--- src/rtl/inj_pkg.sv ---
// Shared defaults, FSM state encoding and mask helper for the error-injection scheduler.
package inj_pkg;

    localparam int NUM_CH_DEF    = 8;
    localparam int PERIOD_W_DEF  = 32;
    localparam int CNT_W_DEF     = 16;
    localparam int PULSE_CYC_DEF = 4;

    typedef enum logic [1:0] {
        IDLE   = 2'd0,
        WAIT   = 2'd1,
        INJECT = 2'd2,
        DONE   = 2'd3
    } state_t;

    // Index of the lowest set bit; 0 for an all-zero mask.
    function automatic int lowest_set_idx(input logic [31:0] mask);
        int idx;
        idx = 0;
        for (int i = 31; i >= 0; i--) begin
            if (mask[i]) idx = i;
        end
        return idx;
    endfunction

endpackage

--- src/rtl/rr_next_ch.sv ---
// Round-robin helper: next set bit of the mask strictly above ptr, wrapping to the lowest set bit.
module rr_next_ch
    import inj_pkg::*;
#(
    parameter int NUM_CH = NUM_CH_DEF,
    parameter int IDX_W  = $clog2(NUM_CH_DEF)
) (
    input  logic [NUM_CH-1:0] mask,
    input  logic [IDX_W-1:0]  ptr,
    output logic [IDX_W-1:0]  nxt,
    output logic              wrap
);

    always_comb begin
        nxt  = IDX_W'(lowest_set_idx(32'(mask)));
        wrap = 1'b1;
        // Descending scan so the last hit is the closest set bit above ptr.
        for (int i = NUM_CH - 1; i >= 0; i--) begin
            if (mask[i] && (i > int'(ptr))) begin
                nxt  = IDX_W'(i);
                wrap = 1'b0;
            end
        end
    end

endmodule

--- src/rtl/inj_scheduler.sv ---
// Issues one-hot enableInj pulses round-robin over a latched channel mask with a programmable gap and round count.
module inj_scheduler
    import inj_pkg::*;
#(
    parameter int NUM_CH    = NUM_CH_DEF,
    parameter int PERIOD_W  = PERIOD_W_DEF,
    parameter int CNT_W     = CNT_W_DEF,
    parameter int PULSE_CYC = PULSE_CYC_DEF
) (
    input  logic                clk,
    input  logic                reset,
    input  logic                start,
    input  logic                stop,
    input  logic [NUM_CH-1:0]   ch_mask,
    input  logic [PERIOD_W-1:0] period,
    input  logic [CNT_W-1:0]    burst_len,
    output logic [NUM_CH-1:0]   enableInj,
    output logic [2:0]          cur_ch,
    output logic                busy,
    output logic                done,
    output logic                cfg_err,
    output logic [CNT_W-1:0]    inj_total
);

    localparam int IDX_W = $clog2(NUM_CH);
    localparam int PC_W  = $clog2(PULSE_CYC + 1);

    state_t                state, state_d;
    logic [PERIOD_W-1:0]   timer, timer_d, period_q;
    logic [NUM_CH-1:0]     mask_q;
    logic [CNT_W-1:0]      burst_q, round_cnt, round_d, round_inc, total_d;
    logic [PC_W-1:0]       pcnt, pcnt_d;
    logic [IDX_W-1:0]      ptr, ptr_d, nxt_idx;
    logic                  wrap;
    logic                  accept;
    logic                  err_d;
    logic [NUM_CH-1:0]     en_d;
    logic [2:0]            cur_d;

    rr_next_ch #(
        .NUM_CH (NUM_CH),
        .IDX_W  (IDX_W)
    ) u_rr_next_ch (
        .mask (mask_q),
        .ptr  (ptr),
        .nxt  (nxt_idx),
        .wrap (wrap)
    );

    assign accept    = (state == IDLE) && start && !stop && (ch_mask != '0) && (period != '0);
    assign round_inc = round_cnt + 1'b1;

    always_comb begin
        state_d = state;
        timer_d = timer;
        pcnt_d  = pcnt;
        ptr_d   = ptr;
        round_d = round_cnt;
        total_d = inj_total;
        err_d   = 1'b0;
        unique case (state)
            IDLE: begin
                if (accept) begin
                    state_d = WAIT;
                    timer_d = period;
                    ptr_d   = IDX_W'(lowest_set_idx(32'(ch_mask)));
                    round_d = '0;
                    total_d = '0;
                end else if (start && !stop) begin
                    err_d = 1'b1;
                end
            end
            WAIT: begin
                if (stop) begin
                    state_d = IDLE;
                end else if (timer == PERIOD_W'(1)) begin
                    state_d = INJECT;
                    pcnt_d  = '0;
                    if (inj_total != '1) total_d = inj_total + 1'b1;
                end else begin
                    timer_d = timer - 1'b1;
                end
            end
            INJECT: begin
                if (stop) begin
                    state_d = IDLE;
                end else if (pcnt == PC_W'(PULSE_CYC - 1)) begin
                    ptr_d = nxt_idx;
                    if (wrap) round_d = round_inc;
                    if (wrap && (burst_q != '0) && (round_inc == burst_q)) begin
                        state_d = DONE;
                    end else begin
                        state_d = WAIT;
                        timer_d = period_q;
                    end
                end else begin
                    pcnt_d = pcnt + 1'b1;
                end
            end
            DONE: begin
                state_d = IDLE;
            end
            default: begin
                state_d = IDLE;
            end
        endcase
    end

    // Outputs are registered from the next-state view so they line up with the state they describe.
    always_comb begin
        en_d  = '0;
        cur_d = '0;
        if (state_d == INJECT) en_d = NUM_CH'(1) << ptr_d;
        if ((state_d == WAIT) || (state_d == INJECT)) cur_d = 3'(ptr_d);
    end

    always_ff @(posedge clk) begin
        if (reset) begin
            state     <= IDLE;
            timer     <= '0;
            pcnt      <= '0;
            ptr       <= '0;
            round_cnt <= '0;
            inj_total <= '0;
            enableInj <= '0;
            cur_ch    <= '0;
            busy      <= 1'b0;
            done      <= 1'b0;
            cfg_err   <= 1'b0;
        end else begin
            state     <= state_d;
            timer     <= timer_d;
            pcnt      <= pcnt_d;
            ptr       <= ptr_d;
            round_cnt <= round_d;
            inj_total <= total_d;
            enableInj <= en_d;
            cur_ch    <= cur_d;
            busy      <= (state_d != IDLE);
            done      <= (state_d == DONE);
            cfg_err   <= err_d;
        end
    end

    // Run configuration is only captured when a start is accepted.
    always_ff @(posedge clk) begin
        if (!reset && accept) begin
            mask_q   <= ch_mask;
            period_q <= period;
            burst_q  <= burst_len;
        end
    end

endmodule

--- config.mk ---
export PLATFORM = sky130hd
export DESIGN_NAME = inj_scheduler
export DESIGN_NICKNAME = d
export VERILOG_FILES = /design/src/rtl/inj_pkg.sv /design/src/rtl/rr_next_ch.sv /design/src/rtl/inj_scheduler.sv
export SDC_FILE = /design/constraint.sdc
export NUM_CORES = 1
export LEC_CHECK = 0
export CAP_MARGIN = 5
export CORE_MARGIN = 4
export CORE_UTILIZATION = 35
export CTS_CLUSTER_DIAMETER = 200
export DETAILED_ROUTE_END_ITERATION = 12
export PLACE_DENSITY_LB_ADDON = 0.3
export RECOVER_POWER = 100
export SYNTH_ARGS = -nofsm -noshare
export SYNTH_HDL_FRONTEND = slang
export SYNTH_SLANG_ARGS = --single-unit
--- constraint.sdc ---
create_clock -name clk -period 9.5 [get_ports clk]
set_input_delay 1.9 -clock clk [delete_from_list [all_inputs] [get_ports clk]]
set_output_delay 1.9 -clock clk [all_outputs]
set_load 0.02 [all_outputs]
# After elaboration in Yosys (flattened, before gate mapping)
# Index checks and enable logic that the tools add are counted.
# totals
register_bits	142
input_bits	60
output_inout_bits	30
word_cells	146
# classes
add_sub_neg	4
magnitude_cmp	7
eq_ne	20
shifts	1
muxes	63
bitwise_logic	3
reduce_logical	34
# op_table
op	n
$mux W32	6
$mux W16	7
$pmux W32 S3	1
$mux W3	30
$pmux W16 S2	2
$add A16 B1 Y16 const B	2
$eq A32 B1 Y1 const B	1
$reduce_bool A32 Y1	1
$sub A32 B1 Y32 const B	1
$ne A2 B2 Y1 const B	10
$eq A16 B16 Y1	1
$ne A16 B16 Y1 const B	1
$reduce_bool A16 Y1	1
$logic_and A1 B1 Y1	15
$reduce_and A5 Y1	3
$gt A3 B3 Y1 const A	4
$mux W2	6
$pmux W3 S2	2
$eq A2 B2 Y1 const B	4
$mux W1	8
$pmux W2 S4	1
$reduce_bool A2 Y1	4
$reduce_bool A8 Y1	1
$shl A1 B3 Y8 const A	1
other kinds (13)	19

# Logic depth before layout (Yosys ltp)
# logic_depth
ltp_word	19
ltp_mapped	13
mapped_depth_nobuf	13

# Cells and area by module
# From an unflattened synthesis, not the netlist that was laid out.
# unflattened
cells_unflattened	844
area_unflattened_um2	7569.8
# modules_own_cells
module	instances	cells_per_inst	area_per_inst_um2	seq_area_each_um2
inj_scheduler	1	798	7314.5	3403.3
rr_next_ch	1	46	255.2	0.0

# Worst setup path after synthesis
# No wires, ideal clock.
# synth_timing
path_type	input port to flip-flop
startpoint	in stop
endpoint	reg burst_q[0], enable pin
setup_time_ps	470
arrival_ps	5089
t_required_ps	9030
setup_slack_ps	3941
path_stages	5
path_buffers	2
path_cell_list	clkbuf_1 nand3b_1 or2_2 clkbuf_1 nor2_1
# synth_via
elab_chain_len	5
# synth_rtl
item	line_no	rtl
start, declared	inj_scheduler.sv:13	input logic stop,
$logic_not A1 Y1	inj_scheduler.sv:50	assign accept = (state == IDLE) && start && !stop && (ch_mask != '0) && (period != '0);
$logic_and A1 B1 Y1 (3 in series)	inj_scheduler.sv:50	
$logic_and A1 B1 Y1	inj_scheduler.sv:147	if (!reset && accept) begin
end signal, assigned	inj_scheduler.sv:150	burst_q <= burst_len;
end, declared	inj_scheduler.sv:31	logic [CNT_W-1:0] burst_q, round_cnt, round_d, round_inc, total_d;
# No other way between the ends.
# A chain may end at the register's enable or synchronous reset.

# Worst setup path in the final report
# layout_timing
startpoint	in ch_mask[5]
endpoint	reg burst_q[6], enable pin
# layout_via
elab_chain_len	4
# layout_rtl
item	line_no	rtl
start, declared	inj_scheduler.sv:14	input logic [NUM_CH-1:0] ch_mask,
$reduce_bool A8 Y1	inj_scheduler.sv:50	
$logic_and A1 B1 Y1 (2 in series)	inj_scheduler.sv:50	
$logic_and A1 B1 Y1	inj_scheduler.sv:147	
# No other way between the ends.

==> impl_metrics.ini <==
[route]
first_pass_iters = 5
vias_per_cell = 5.67
finalWirelength_um = 21600
drt_iter0_markers = 534
post-route-drc-count = 0
antenna_left = 0
wl_per_cell_um = 17.8
dr_total_vias = 6883

[yosys]
ys_ff_latch = 142
synth_top_family_by_area = simple AND/OR/NAND/NOR gates
synth_fa_ha_area_frac = 0.0210
syn-num-nets = 937
synth-seq-area-share = 0.439
muxShareOfSynthArea = 0.0128
synth_edf_count = 56
synth-main-ff-cell = dfxtp_1
ys_types = 74
ys_async_sr_fraction = 0
synthCells = 864
synth_xor_area_frac = 0.0576
synth.avg_cell_area_um2 = 8.97
synth-simple-area-share = 0.247
yosys_warnings = 0
syn_area_um2 = 7750
synth-compound-area-share = 0.180

[sta]
maxSlewViolCount = 98
hold_ws_ns = 0.458
finClkSkew_ns = 0.00887
hold_violations = 0
max-slew-margin-rel = -0.747
setup_ws_ns = 3.39
tns_ns = 0
fmax_mhz = 164
period_needed_ns = 6.11
timing.final.crit_share = 0.643
rsz0062_at_grt = no
setup_viol = 0
tightestPinTransition_ns = 2.62

[power]
ir_drop_mv = 0.113
swShare = 0.271
p_int_mw = 1.26
power.density_nw_per_um2 = 183
p_clk_frac = 0.437
power_frac_comb = 0.163
power_switching_mw = 0.469
p_seq_frac = 0.400
p_leak_nw = 3.28
finalPower_mw = 1.73

[die]
die_y_um = 157
dieArea_um2 = 24600
fp-row-count = 54
core_area_um2 = 21800
io_pins = 90
dieWidth_um = 157
initial_core_util = 0.355

[setup_path]
crit_required_ns = 9.48
crit_cells = 7
critPathMaxFanout = 44
crit_path_cell_trace = dlygate4sd3_1 -> or4_1 -> nor4_1 -> o21bai_1 -> or2_0 -> nor2_1 -> clkbuf_1
crit_type = input pin to flip-flop
cp_top_family = buffers and inverters
crit_path_start_kind = input pin
slowest_delay_ns = 1.93
crit_buf_inv = 2
crit_arrival_ns = 6.09
cp-end-kind = flip-flop
cpMaxStageDelayCell = clkbuf_1
ff2ff_path_depth = 6

[place]
post-place-ws_ns = 3.94
gp_congestion = 0.901
portBuffers = 89
dp.cells = 1183
dp_hpwl_um = 14600
placed_area_um2 = 8790

[finish]
finalNetCount = 995
instances_no_fill = 1215
finish.utilization = 0.431
layout-area-overhead-vs-synth_pct = 21.5
drive_above_1_share = 0.0674
diodes = 0
final_cell_area_um2 = 9420

[clocking]
root_buffer = clkbuf_16
clkTransAtPathRegs_ns = 0.06
cts_sinks = 142
cts_tree = done
cts_resized = 0
post_cts_buffers = 0
clock_latency_ns = 0.42
htreeDepth = 4
cts_buffer_depth = 2
hold_buffers = 0
numCtsBuffers = 17

[flow_run]
cap_violations = 4

[run_status]
violations = capacitance limit, slew limit
status = finished with violations

[grt]
grt_pass1_vias = 6751
antenna_found_initial = 0
grt_max_degree = 59
grt_first_pass_wirelength_um = 34700
gr-total-overflow = 0
grt_use_total = 0.175

[hold_path]
worstHoldPathCells = 2
hold_class = flip-flop to flip-flop
## cell usage in the layout, fill, tap and decap left out, types with 5 or more instances in the layout
cell	n
a21oi_1	50
nand2b_1	10
a221oi_1	16
inv_1	19
nor4_1	30
o21a_1	5
nand4_1	31
a22oi_1	6
o31ai_1	7
dlygate4sd3_1	87
a31oi_1	8
xor2_1	31
or4_1	11
a211oi_1	12
o22ai_1	5
o211ai_1	6
buf_4	5
bufinv_16	6
edfxtp_1	56
dfxtp_1	86
nor2b_1	11
nor3_1	32
nor2_1	90
or3_1	17
and2_1	5
and3_1	9
mux2_2	7
nand3_1	23
a221o_1	5
clkinv_1	6
xnor2_1	20
or2_2	8
o2111ai_1	7
nand2_1	54
o21ai_0	58
ha_1	13
clkbuf_16	17
## layout make-up
cell class / instances / area, um2
multi-input combinational: 644 / 4000
fill: 2159 / 12400
timing repair buffer: 95 / 927
clock inverter: 13 / 218
sequential: 142 / 3400
clock buffer: 19 / 433
inverter: 22 / 82.6
tap: 280 / 350
## metal layers
layer,vias up,GRT usage,routed length [um]
met2,207,0.295,10400
met5,-,0,0
met1,3284,0.225,9750
met3,28,0.0304,1090
met4,0,0.0624,329
li1,3364,-,-
## path summary, 6_finish.rpt
path,endpoint,from,slack (ns)
min reg2reg,pcnt[1],pcnt[1],0.46
max reg2reg,burst_q[6],state[1],4.96
max,burst_q[6],ch_mask[5],3.39
min,pcnt[1],pcnt[1],0.46
## state kept, by name, indices dropped and copies added (netlist names), 8 cells and up
signal     count
burst_q       16
enableInj      8
inj_total     16
mask_q         8
period_q      32
round_cnt     16
timer         32
## cell families after synthesis
| family | after synthesis |
|---|---|
| adders and majority gates | 13 |
| buffers and inverters | 78 |
| muxes | 9 |
| xor gates and xnor gates | 51 |
| DFF | 142 |
| AOI/OAI and AO/OA | 213 |
| and+or+nand+nor | 358 |
## power groups by stage
stage / combinational, mW / clock [mW] / sequential (mW)
6_report: 0.281 / 0.755 / 0.691
5_1_grt: 0.310 / 0.790 / 0.695
4_1_cts: 0.286 / 0.767 / 0.690
3_5_place_dp: 0.283 / 0 / 0.702
3_3_place_gp: 0.282 / 0 / 0.702
2_1_floorplan: 0.198 / 0 / 0.697
## worst reg2reg max path, stage by stage (launching register included)
cell and delay [ns]:
dfxtp_1 0.33, inv_1 0.13, ha_1 0.31, nand3b_1 0.22, or2_0 0.35, nor2_1 0.81
clkbuf_1 1.93
## cell usage after synthesis, types with 7 or more instances
cell       instances  area share
or2_2              9      0.0073
mux2_2             7       0.010
and3_1             9      0.0073
a21oi_1           50       0.032
nand3_1           23       0.015
nor2b_1           11      0.0089
nand2_1           54       0.026
inv_1             19      0.0092
or4_1             11       0.011
buf_2             10      0.0065
o21ai_0           57       0.037
xor2_1            31       0.035
a221oi_1          16       0.018
o2111ai_1          7      0.0079
nor4_1            30       0.024
nand4_1           31       0.025
edfxtp_1          56        0.22
a211oi_1          12       0.012
nand2b_1          10      0.0081
ha_1              13       0.021
or3_1             17       0.014
nor2_1            89       0.043
nor3_1            32       0.021
clkbuf_1          39       0.019
xnor2_1           20       0.023
a31oi_1            8      0.0065
dfxtp_1           86        0.22
o31ai_1            7      0.0068
Note: power is estimated with default switching activity, not from simulation.
